[src/rtl/devil_snoop_if.sv]
// Snoop-side bundle: AC request strobe plus the CR and CD response channels.
// No latency of its own; CR/CD use valid/ready, and the AC strobe is a one-cycle pulse.
// The engine side uses the slave modport; the snoop FSM or bench side uses the master modport.
interface devil_snoop_if #(
    parameter int ADDR_W = 44,
    parameter int DATA_W = 128
);
    logic              i_snoop_req;
    logic [ADDR_W-1:0] i_acaddr;
    logic [3:0]        i_acsnoop;
    logic              o_crvalid;
    logic              i_crready;
    logic [4:0]        o_crresp;
    logic              o_cdvalid;
    logic              i_cdready;
    logic [DATA_W-1:0] o_cddata;
    logic              o_cdlast;

    modport slave (
        input  i_snoop_req, i_acaddr, i_acsnoop, i_crready, i_cdready,
        output o_crvalid, o_crresp, o_cdvalid, o_cddata, o_cdlast
    );

    modport master (
        output i_snoop_req, i_acaddr, i_acsnoop, i_crready, i_cdready,
        input  o_crvalid, o_crresp, o_cdvalid, o_cddata, o_cdlast
    );
endinterface

[src/rtl/devil_snoop_engine.sv]
// Takes over ACE snoops hitting configured address windows; forges delayed CR and optional CD data.
// Latency req->crvalid is 2 cycles plus the programmed delay in modes 1/2.
// CR/CD outputs hold steady until ready; requests arriving while busy are dropped and flagged.
module devil_snoop_engine #(
    parameter int C_S_AXI_DATA_WIDTH = 32,
    parameter int C_ACE_DATA_WIDTH   = 128,
    parameter int C_ACE_ADDR_WIDTH   = 44,
    parameter int N_REGIONS          = 2,
    parameter int CD_BEATS           = 4
) (
    input  logic                                  ace_aclk,
    input  logic                                  ace_aresetn,
    devil_snoop_if.slave                          snp,
    input  logic [C_S_AXI_DATA_WIDTH-1:0]         i_control_reg,
    input  logic [31:0]                           i_delay_reg,
    input  logic [4:0]                            i_crresp_reg,
    input  logic [31:0]                           i_pattern_reg,
    input  logic [N_REGIONS*C_ACE_ADDR_WIDTH-1:0] i_base_addr,
    input  logic [N_REGIONS*C_ACE_ADDR_WIDTH-1:0] i_addr_size,
    input  logic                                  i_status_clr,
    output logic                                  o_takeover,
    output logic                                  o_bypass,
    output logic                                  o_busy,
    output logic [2:0]                            o_state,
    output logic [15:0]                           o_hit_count,
    output logic [C_S_AXI_DATA_WIDTH-1:0]         o_status
);
    localparam int AW = C_ACE_ADDR_WIDTH;
    localparam int DW = C_ACE_DATA_WIDTH;
    localparam int BW = (CD_BEATS > 1) ? $clog2(CD_BEATS) : 1;
    localparam int CW = 9 + N_REGIONS;

    typedef enum logic [2:0] {
        ST_IDLE  = 3'd0,
        ST_MATCH = 3'd1,
        ST_DELAY = 3'd2,
        ST_RESP  = 3'd3,
        ST_DATA  = 3'd4,
        ST_END   = 3'd5
    } state_t;

    state_t          state_q, state_d;
    logic [AW-1:0]   addr_q;
    logic [3:0]      snoop_q;
    logic [CW-1:0]   ctrl_q;
    logic [31:0]     delay_q;
    logic [4:0]      crresp_q;
    logic [31:0]     pattern_q;
    logic [31:0]     cnt_q;
    logic [BW-1:0]   beat_q;
    logic [15:0]     hit_count_q;
    logic            oneshot_q, rvld_q, drop_q;
    logic [2:0]      region_q;

    logic [N_REGIONS-1:0] in_win;
    logic            win_any;
    logic [2:0]      win_idx;
    logic [1:0]      mode;
    logic            opc_ok, hit, delayed, forge, last_beat;
    logic            take, byp, cr_vld, cd_vld;
    logic            unused_ctrl;

    assign unused_ctrl = ^i_control_reg[C_S_AXI_DATA_WIDTH-1:CW];

    // One extra MSB keeps base+size from wrapping at the top of the address space.
    for (genvar g = 0; g < N_REGIONS; g++) begin : g_win
        logic [AW:0] lo, hi;
        assign lo        = {1'b0, i_base_addr[g*AW +: AW]};
        assign hi        = lo + {1'b0, i_addr_size[g*AW +: AW]};
        assign in_win[g] = ctrl_q[9+g] && ({1'b0, addr_q} >= lo) && ({1'b0, addr_q} < hi);
    end

    always_comb begin
        win_any = 1'b0;
        win_idx = '0;
        for (int i = N_REGIONS - 1; i >= 0; i--) begin
            if (in_win[i]) begin
                win_any = 1'b1;
                win_idx = 3'(i);
            end
        end
    end

    assign mode      = ctrl_q[2:1];
    assign opc_ok    = ctrl_q[4] | (snoop_q == ctrl_q[8:5]);
    assign hit       = ctrl_q[0] & opc_ok & win_any & ~((mode == 2'd1) & oneshot_q);
    assign delayed   = ((mode == 2'd1) || (mode == 2'd2)) && (delay_q != 32'd0);
    assign forge     = ctrl_q[3] & crresp_q[0];
    assign last_beat = (beat_q == BW'(CD_BEATS - 1));

    always_ff @(posedge ace_aclk or negedge ace_aresetn) begin
        if (!ace_aresetn) state_q <= ST_IDLE;
        else              state_q <= state_d;
    end

    always_comb begin
        state_d = state_q;
        take    = 1'b0;
        byp     = 1'b0;
        cr_vld  = 1'b0;
        cd_vld  = 1'b0;
        unique case (state_q)
            ST_IDLE:  if (snp.i_snoop_req) state_d = ST_MATCH;
            ST_MATCH: begin
                take = hit;
                byp  = ~hit;
                if (!hit)        state_d = ST_IDLE;
                else if (delayed) state_d = ST_DELAY;
                else             state_d = ST_RESP;
            end
            ST_DELAY: begin
                take = 1'b1;
                if (cnt_q == 32'd1) state_d = ST_RESP;
            end
            ST_RESP: begin
                take   = 1'b1;
                cr_vld = 1'b1;
                if (snp.i_crready) state_d = forge ? ST_DATA : ST_END;
            end
            ST_DATA: begin
                take   = 1'b1;
                cd_vld = 1'b1;
                if (snp.i_cdready && last_beat) state_d = ST_END;
            end
            ST_END:   state_d = ST_IDLE;
            default:  state_d = ST_IDLE;
        endcase
    end

    always_ff @(posedge ace_aclk or negedge ace_aresetn) begin
        if (!ace_aresetn) begin
            addr_q      <= '0;
            snoop_q     <= '0;
            ctrl_q      <= '0;
            delay_q     <= '0;
            crresp_q    <= '0;
            pattern_q   <= '0;
            cnt_q       <= '0;
            beat_q      <= '0;
            hit_count_q <= '0;
            oneshot_q   <= 1'b0;
            rvld_q      <= 1'b0;
            region_q    <= '0;
            drop_q      <= 1'b0;
        end else begin
            if (state_q == ST_IDLE && snp.i_snoop_req) begin
                addr_q    <= snp.i_acaddr;
                snoop_q   <= snp.i_acsnoop;
                ctrl_q    <= i_control_reg[CW-1:0];
                delay_q   <= i_delay_reg;
                crresp_q  <= i_crresp_reg;
                pattern_q <= i_pattern_reg;
            end
            if (state_q == ST_MATCH)      cnt_q <= delay_q;
            else if (state_q == ST_DELAY) cnt_q <= cnt_q - 32'd1;
            if (state_q == ST_RESP)                          beat_q <= '0;
            else if (state_q == ST_DATA && snp.i_cdready)    beat_q <= beat_q + BW'(1);
            // A clear arriving with a hit or a drop takes priority.
            if (i_status_clr) begin
                hit_count_q <= '0;
                oneshot_q   <= 1'b0;
                rvld_q      <= 1'b0;
                region_q    <= '0;
                drop_q      <= 1'b0;
            end else begin
                if (state_q == ST_MATCH && hit) begin
                    if (hit_count_q != 16'hFFFF) hit_count_q <= hit_count_q + 16'd1;
                    rvld_q   <= 1'b1;
                    region_q <= win_idx;
                    if (mode == 2'd1) oneshot_q <= 1'b1;
                end
                if (state_q != ST_IDLE && snp.i_snoop_req) drop_q <= 1'b1;
            end
        end
    end

    assign o_takeover  = take;
    assign o_bypass    = byp;
    assign o_busy      = (state_q != ST_IDLE);
    assign o_state     = state_q;
    assign o_hit_count = hit_count_q;
    assign o_status    = {{(C_S_AXI_DATA_WIDTH-6){1'b0}}, drop_q, region_q, rvld_q, oneshot_q};

    assign snp.o_crvalid = cr_vld;
    assign snp.o_crresp  = cr_vld ? crresp_q : 5'd0;
    assign snp.o_cdvalid = cd_vld;
    assign snp.o_cdlast  = cd_vld & last_beat;
    assign snp.o_cddata  = cd_vld ? ({(DW/32){pattern_q}} ^ {{(DW-8){1'b0}}, 8'(beat_q)}) : '0;
endmodule
[src/flat_wrapper.sv]
// flat-port wrapper written by rule: the top's interface ports become plain ports
module devil_snoop_engine_flat 
#(
    parameter int C_S_AXI_DATA_WIDTH = 32,
    parameter int C_ACE_DATA_WIDTH   = 128,
    parameter int C_ACE_ADDR_WIDTH   = 44,
    parameter int N_REGIONS          = 2,
    parameter int CD_BEATS           = 4
)
  (ace_aclk, ace_aresetn, i_control_reg, i_delay_reg, i_crresp_reg, i_pattern_reg, i_base_addr, i_addr_size, i_status_clr, o_takeover, o_bypass, o_busy, o_state, o_hit_count, o_status, snp_i_snoop_req, snp_i_acaddr, snp_i_acsnoop, snp_i_crready, snp_i_cdready, snp_o_crvalid, snp_o_crresp, snp_o_cdvalid, snp_o_cddata, snp_o_cdlast);
  devil_snoop_if snp_i ();
  input  logic ace_aclk;
  input  logic ace_aresetn;
  input  logic [C_S_AXI_DATA_WIDTH-1:0] i_control_reg;
  input  logic [31:0] i_delay_reg;
  input  logic [4:0] i_crresp_reg;
  input  logic [31:0] i_pattern_reg;
  input  logic [N_REGIONS*C_ACE_ADDR_WIDTH-1:0] i_base_addr;
  input  logic [N_REGIONS*C_ACE_ADDR_WIDTH-1:0] i_addr_size;
  input  logic i_status_clr;
  output logic o_takeover;
  output logic o_bypass;
  output logic o_busy;
  output logic [2:0] o_state;
  output logic [15:0] o_hit_count;
  output logic [C_S_AXI_DATA_WIDTH-1:0] o_status;
  input wire logic [$bits(snp_i.i_snoop_req)-1:0] snp_i_snoop_req;
  input wire logic [$bits(snp_i.i_acaddr)-1:0] snp_i_acaddr;
  input wire logic [$bits(snp_i.i_acsnoop)-1:0] snp_i_acsnoop;
  input wire logic [$bits(snp_i.i_crready)-1:0] snp_i_crready;
  input wire logic [$bits(snp_i.i_cdready)-1:0] snp_i_cdready;
  output wire logic [$bits(snp_i.o_crvalid)-1:0] snp_o_crvalid;
  output wire logic [$bits(snp_i.o_crresp)-1:0] snp_o_crresp;
  output wire logic [$bits(snp_i.o_cdvalid)-1:0] snp_o_cdvalid;
  output wire logic [$bits(snp_i.o_cddata)-1:0] snp_o_cddata;
  output wire logic [$bits(snp_i.o_cdlast)-1:0] snp_o_cdlast;
  assign snp_i.i_snoop_req = snp_i_snoop_req;
  assign snp_i.i_acaddr = snp_i_acaddr;
  assign snp_i.i_acsnoop = snp_i_acsnoop;
  assign snp_i.i_crready = snp_i_crready;
  assign snp_i.i_cdready = snp_i_cdready;
  assign snp_o_crvalid = snp_i.o_crvalid;
  assign snp_o_crresp = snp_i.o_crresp;
  assign snp_o_cdvalid = snp_i.o_cdvalid;
  assign snp_o_cddata = snp_i.o_cddata;
  assign snp_o_cdlast = snp_i.o_cdlast;
  devil_snoop_engine #(.C_S_AXI_DATA_WIDTH(C_S_AXI_DATA_WIDTH), .C_ACE_DATA_WIDTH(C_ACE_DATA_WIDTH), .C_ACE_ADDR_WIDTH(C_ACE_ADDR_WIDTH), .N_REGIONS(N_REGIONS), .CD_BEATS(CD_BEATS)) u_core (.ace_aclk(ace_aclk), .ace_aresetn(ace_aresetn), .snp(snp_i), .i_control_reg(i_control_reg), .i_delay_reg(i_delay_reg), .i_crresp_reg(i_crresp_reg), .i_pattern_reg(i_pattern_reg), .i_base_addr(i_base_addr), .i_addr_size(i_addr_size), .i_status_clr(i_status_clr), .o_takeover(o_takeover), .o_bypass(o_bypass), .o_busy(o_busy), .o_state(o_state), .o_hit_count(o_hit_count), .o_status(o_status));
endmodule
[config.mk]
export PLATFORM = sky130hd
export DESIGN_NAME = devil_snoop_engine_flat
export DESIGN_NICKNAME = d
export VERILOG_FILES = /design/src/rtl/devil_snoop_if.sv /design/src/rtl/devil_snoop_engine.sv /design/src/flat_wrapper.sv
export SDC_FILE = /design/constraint.sdc
export NUM_CORES = 1
export LEC_CHECK = 0
export CELL_PAD_IN_SITES_DETAIL_PLACEMENT = 2
export CELL_PAD_IN_SITES_GLOBAL_PLACEMENT = 2
export CORE_ASPECT_RATIO = 0.5
export CORE_MARGIN = 2
export CORE_UTILIZATION = 31
export CTS_CLUSTER_SIZE = 25
export DETAILED_ROUTE_END_ITERATION = 16
export PLACE_DENSITY_LB_ADDON = 0.15
export SYNTH_ARGS = -nofsm -noshare
export SYNTH_HDL_FRONTEND = slang
export SYNTH_SLANG_ARGS = --single-unit
[constraint.sdc]
create_clock -name ace_aclk -period 9.89 [get_ports ace_aclk]
set_input_delay 0.989 -clock ace_aclk [delete_from_list [all_inputs] [get_ports ace_aclk]]
set_output_delay 0.989 -clock ace_aclk [all_outputs]
set_load 0.05 [all_outputs]
After elaboration in Yosys (flattened, before gate mapping)
Cells that the tools add are included.
Widths: inputs -> output; s select.
{ "classes": {"n_addsub": 5, "magnitude_cmp": 4, "eq_ne": 14, "n_mux": 34, "bitwise_logic": 10, "reduce_logical": 24} }
{ "ops": {"columns": ["op", "count"], "rows": [
  ["$mux 128", 1],
  ["$xor 128x2->128", 1],
  ["$add 44x44->45", 2],
  ["$lt 44x45->1", 2],
  ["$ge 44x44->1", 2],
  ["$mux 32", 2],
  ["$mux 16", 3],
  ["$eq 32x1->1 const B", 1],
  ["$reduce_bool 32->1", 1],
  ["$sub 32x1->32 const B", 1],
  ["$mux 3", 8],
  ["$add 16x1->16 const B", 1],
  ["$ne 16x16->1 const B", 1],
  ["$mux 1", 15],
  ["$pmux 3 s5", 1],
  ["$reduce_bool 2->1", 6],
  ["$logic_and 1x1->1", 10],
  ["$and 1x1->1", 6],
  ["$eq 3x2->1 const B", 2],
  ["$mux 5", 1],
  ["$eq 2x2->1 const B", 2],
  ["$eq 4x4->1", 1],
  ["$mux 2", 2],
  ["$ne 2x1->1 const B", 2],
  ["other kinds (14)", 17]
]} }
{ "totals": {"reg_bits": 187, "input_bits": 331, "wordCells": 105} }

Longest topological paths before layout
{ "logic_depth": {"ltp_word": 10, "depth_mapped": 25} }

Worst setup path before layout
No wires, ideal clock.
{ "synth_timing": {"kind": "input to output", "startpoint": "in i_base_addr[0]", "endpoint": "out o_takeover", "arrival_time_ps": 6695, "required_ps": 8901, "setup_slack_ps": 2206, "stages": 24, "n_path_buf": 0, "cell_sequence": "ha_1 -> inv_1 -> fa_1 -> nor2b_1 -> o31ai_1 -> a2111oi_2 -> o2111ai_1 -> a21boi_1 -> o21a_1 -> a211o_1 -> a21oi_1 -> o41ai_1 -> xnor2_1 -> ha_1 -> o21ai_0 -> nor4b_1 -> o21ai_0 -> o211ai_1 -> a21oi_1 -> o21ai_0 -> a31o_1 -> nand2_1 -> a21o_1 -> o311ai_0"} }
{ "synth_via": {"elab_chain_cells": 7, "word_cells_on_any_way": 9, "cone_classes": "add/sub: 1; order compare: 2; mux: 2; bitwise: 2; reduce/logical: 2"} }
{ "synth_rtl": {"columns": ["element", "line_no", "text"], "rows": [
  ["start: declaration", "flat_wrapper.sv:18", "input logic [N_REGIONS*C_ACE_ADDR_WIDTH-1:0] i_base_addr;"],
  ["$add 44x44->45 / $ge 44x44->1 (equally long branches)", "devil_snoop_engine.sv:69, devil_snoop_engine.sv:70", null],
  ["$lt 44x45->1 / $logic_and 1x1->1 (equally long branches)", "devil_snoop_engine.sv:70", "assign in_win[g] = ctrl_q[9+g] && ({1'b0, addr_q} >= lo) && ({1'b0, addr_q} < hi);"],
  ["$logic_and 1x1->1 *", "devil_snoop_engine.sv:70", null],
  ["$mux 1 *", "devil_snoop_engine.sv:77", "if (in_win[i]) begin"],
  ["$and 1x1->1 * (2 in series)", "devil_snoop_engine.sv:86", "assign hit = ctrl_q[0] & opc_ok & win_any & ~((mode == 2'd1) & oneshot_q);"],
  ["$pmux 1 s2 *", "devil_snoop_engine.sv:102", "unique case (state_q)"],
  ["end: declaration", "flat_wrapper.sv:21", "output logic o_takeover;"]
]} }
Mark *: on every way between the ends. The rest lies on a longest branch, timed or not.

Final worst setup path
Ends and elaborated chain as after synthesis.

==> out/results.md <==
| Item | Reported |
|---|---|
| Aggregate negative setup slack | 0 ns |
| Delay contributed by the slowest stage of the critical path | 0.93 ns |
| Count of cells along the worst register-to-register path | 11 |
| Number of distinct library cells after synthesis | 74 |
| Number of max-slew violations in the final report | 0 |
| Setup-violating endpoint count in the final report | 0 |
| Fmax | 0.106 GHz |
| RD Place Congestion | 0.827 |
| Max IR drop VDD | 0.141 mV |
| Clock transition at the registers of the reported paths | 0.09 ns |
| Total Routing Usage GR | 22.1% |
| WP data required | 8.90 ns |
| Maximum fanout along the worst path | 5 |
| Top area cells in the synthesized netlist | sky130_fd_sc_hd__dfrtp_1 26%, sky130_fd_sc_hd__ha_1 19%, sky130_fd_sc_hd__mux2_2 8.1%, sky130_fd_sc_hd__buf_4 5.3%, sky130_fd_sc_hd__a21oi_1 4.0% |
| Post-layout util | 40.7% |
| Top-count cell post-synth | sky130_fd_sc_hd__ha_1 |
| Vias | 16424 |
| Antenna violations before repair | 5 |
| CTS Buf Count | 17 |
| Standard cell core area | 0.0572 mm2 |
| # rows | 62 |
| Total wire length after detailed routing | 66.3 mm |
| Total power per unit cell area | 215 mW/mm2 |
| Arrival @ worst endpoint | 8.41 ns |
| Worst Slack Setup Final | 0.496 ns |
| Worst setup path startpoint | i_base_addr[0] |
| Worst Hold Class | input port to async pin |
| Post-layout net count | 2961 |
| Post-synth top flop | sky130_fd_sc_hd__dfrtp_1 |
| Effective utilization at floorplan | 31.2% |
| Overall die width | 343 um |
| Final hold viol count | 0 |
| Total of buffers placed on input and output ports | 471 |
| Outcome | finished, final reports clean |
| EDFF count, synth | 0 |
| Number of synthesized register bits | 185 |
| Highest routed metal layer | met5 |
| Clock latency reported for the late side of the worst-skew pair | 0.47 ns |
| CTS tree | built |
| Transition time at the pin with the least slew margin | 1.05 ns |
| Async SR Flop Fraction | 100% |
| Synth area leader | sky130_fd_sc_hd__dfrtp_1 |
| Count of antenna-violating nets left after detailed routing | 0 |
| Maximum clock insertion buffer count | 2 |
| Cell type with the highest occurrence count on the critical path | sky130_fd_sc_hd__o21ai_0 |
| Clock Root Buffer | sky130_fd_sc_hd__clkbuf_16 |
| Count of hold buffers inserted by post-cts repair | 0 |
| Warnings from Yosys | 0 |
| # clock sinks | 185 |
| Post-placement worst setup slack | 0.521 ns |
| Register area share after synthesis | 25.9% |
| First-iteration detailed-routing DRC count | 485 |
| Number of post-CTS setup repair buffers | 0 |
| Startpoint of the worst register-to-register path | u_core.addr_q[2] |
| Final critical delay including setup and external delays | 9.39 ns |
| Master of the slowest instance on the critical path | sky130_fd_sc_hd__clkdlybuf4s50_1 |
| Total length of routed met3 wires | 1.91 mm |
| Type of origin of the critical path | input port |
| Fraction of layout cells with a size suffix above 1 | 8.17% |
| Wire length on met2 | 34.1 mm |
| Max transition margin | 29.9% |
| Period utilisation layout | 95.0% |
| Combined area of all synthesized cells | 0.0179 mm2 |
| Deepest level of the CTS H-tree | 4 |
| Die Area | 0.0597 mm2 |
| Placed wire-length estimate after detailed placement | 54.6 mm |
| Global-route wire length before repair | 104 mm |
| Number of instances in the synthesized netlist | 2003 |
| Nature of the critical path endpoint | primary output |
| Post_cts resized | 0 |
| Setup repair after global routing missed its margin | no |
| R2R setup slack | 5.34 ns |
| Chip height | 174 um |
| IO Pins | 521 |
| Kind of critical path | input port to primary output |
| Largest net degree at the start of global routing | 69 |
| Vias per inst | 5.22 |
| Hold Worst Slack | 0.505 ns |
| Area share of the leading cell type in the synthesized netlist | 25.9% |
| Routed length on met1 | 29.2 mm |
| List of most frequent post-synthesis cells | 267 x sky130_fd_sc_hd__ha_1, 185 x sky130_fd_sc_hd__dfrtp_1, 144 x sky130_fd_sc_hd__a21oi_1 |
| Mean instance size in the synthesized netlist | 8.92 um2 |
| Average wire length per cell after detail routing | 21.1 um |
| Clock tree skew after final layout | 0.0181 ns |
| Static leakage power | 10.4 nW |
| Total DRC errors in the routed layout | 0 |
| Area growth from synthesis to layout | 30.2% |
| Router iterations before antenna repair | 4 |
| Max-cap violations | 0 |
| # fillers | 6247 |
| Vias in the first global route | 18126 |
| Leftover overflow at the end of global routing | 0 |
-- path summary, 6_finish.rpt --
check	to
setup / recovery	o_takeover
hold / removal	u_core.pattern_q[24]
setup reg to reg	u_core.o_hit_count[7]
hold reg to reg	u_core.pattern_q[16]
max in group asynchronous	u_core.addr_q[13]
min in group ace_aclk	u_core.pattern_q[16]
-- routing by layer --
| layer | up-vias | track usage, % |
|---|---|---|
| met1 | 8207 | 27.4 |
| met4 | 2 | 4.55 |
| met2 | 258 | 40.5 |
| li1 | 7900 | - |
| met3 | 57 | 3.16 |
| met5 | - | 0 |
-- cell usage in the layout, fill, tap and decap left out, types with 17 or more instances in the layout --
master,instances
sky130_fd_sc_hd__o21ai_0,107
sky130_fd_sc_hd__dfrtp_1,185
sky130_fd_sc_hd__o21a_1,21
sky130_fd_sc_hd__nand3_1,42
sky130_fd_sc_hd__nor4_1,30
sky130_fd_sc_hd__and3_1,45
sky130_fd_sc_hd__nand2b_1,28
sky130_fd_sc_hd__nand4_1,38
sky130_fd_sc_hd__mux2_2,128
sky130_fd_sc_hd__nand2_1,130
sky130_fd_sc_hd__nor2b_1,21
sky130_fd_sc_hd__a21oi_1,144
sky130_fd_sc_hd__xnor2_1,43
sky130_fd_sc_hd__nor3_1,30
sky130_fd_sc_hd__conb_1,28
sky130_fd_sc_hd__inv_1,131
sky130_fd_sc_hd__clkdlybuf4s50_1,470
sky130_fd_sc_hd__clkbuf_16,17
sky130_fd_sc_hd__xor2_1,46
sky130_fd_sc_hd__a211oi_1,20
sky130_fd_sc_hd__a21o_1,78
sky130_fd_sc_hd__o211ai_1,17
sky130_fd_sc_hd__ha_1,267
sky130_fd_sc_hd__nor2_1,93
-- worst max-delay path: cells and delay by family --
kind	cells	cell delay, ns
AOI/OAI and AO/OA	16	4.26
buffers and inverters	3	1.49
adders and majority gates	3	0.90
and+or+nand+nor	3	0.55
xor gates and xnor gates	1	0.19
-- cell families after synthesis --
logic type | share of synthesized area (%)
simple gates | 15.1
buf+inv | 9.02
mux | 8.37
fa+ha+maj | 18.9
xor+xnor | 4.37
other cells | 0.0210
flops | 25.9
compound gates | 18.3
-- per-stage QoR --
step / cells / total power [mW] / cell area [um2]
global placement: 3110 / 4.11 / 22600
finish: 3145 / 4.99 / 23200
global route: 3145 / 5.44 / 23200
floorplan: 2030 / 3.27 / 18000
CTS: 3142 / 5.07 / 23200
detailed placement: 3110 / 4.25 / 22600
-- where the power goes --
part | total [mW] | leakage [nW] | internal (mW) | switching [mW]
combinational | 2.71 | 7.82 | 1.22 | 1.49
clock | 0.770 | 0.300 | 0.369 | 0.401
sequential | 1.51 | 2.24 | 1.11 | 0.409
total | 4.99 | 10.4 | 2.69 | 2.30
-- state kept, by name (all words and copies together), names as in the netlist --
name                flops
u_core.snoop_q          4
u_core.cnt_q           32
u_core.delay_q         32
u_core.region_q         1
u_core.ctrl_q          11
u_core.pattern_q       32
u_core.drop_q           1
u_core.oneshot_q        1
u_core.beat_q           2
u_core.addr_q          44
u_core.crresp_q         5
u_core.o_state          3
u_core.o_hit_count     16
u_core.rvld_q           1
-- layout make-up --
| type | instances | area, um2 | share of cell area [%] |
|---|---|---|---|
| Antenna cell | 3 | 7.51 | 0.0323 |
| Clock buffer | 17 | 425 | 1.83 |
| Clock inverter | 15 | 195 | 0.840 |
| Inverter | 131 | 492 | 2.12 |
| Multi-Input combinational cell | 1544 | 11700 | 50.5 |
| Sequential cell | 185 | 4630 | 19.9 |
| Tap cell | 768 | 961 | 4.13 |
| Timing Repair Buffer | 482 | 4800 | 20.7 |
Note: power is estimated with default switching activity, not from simulation.
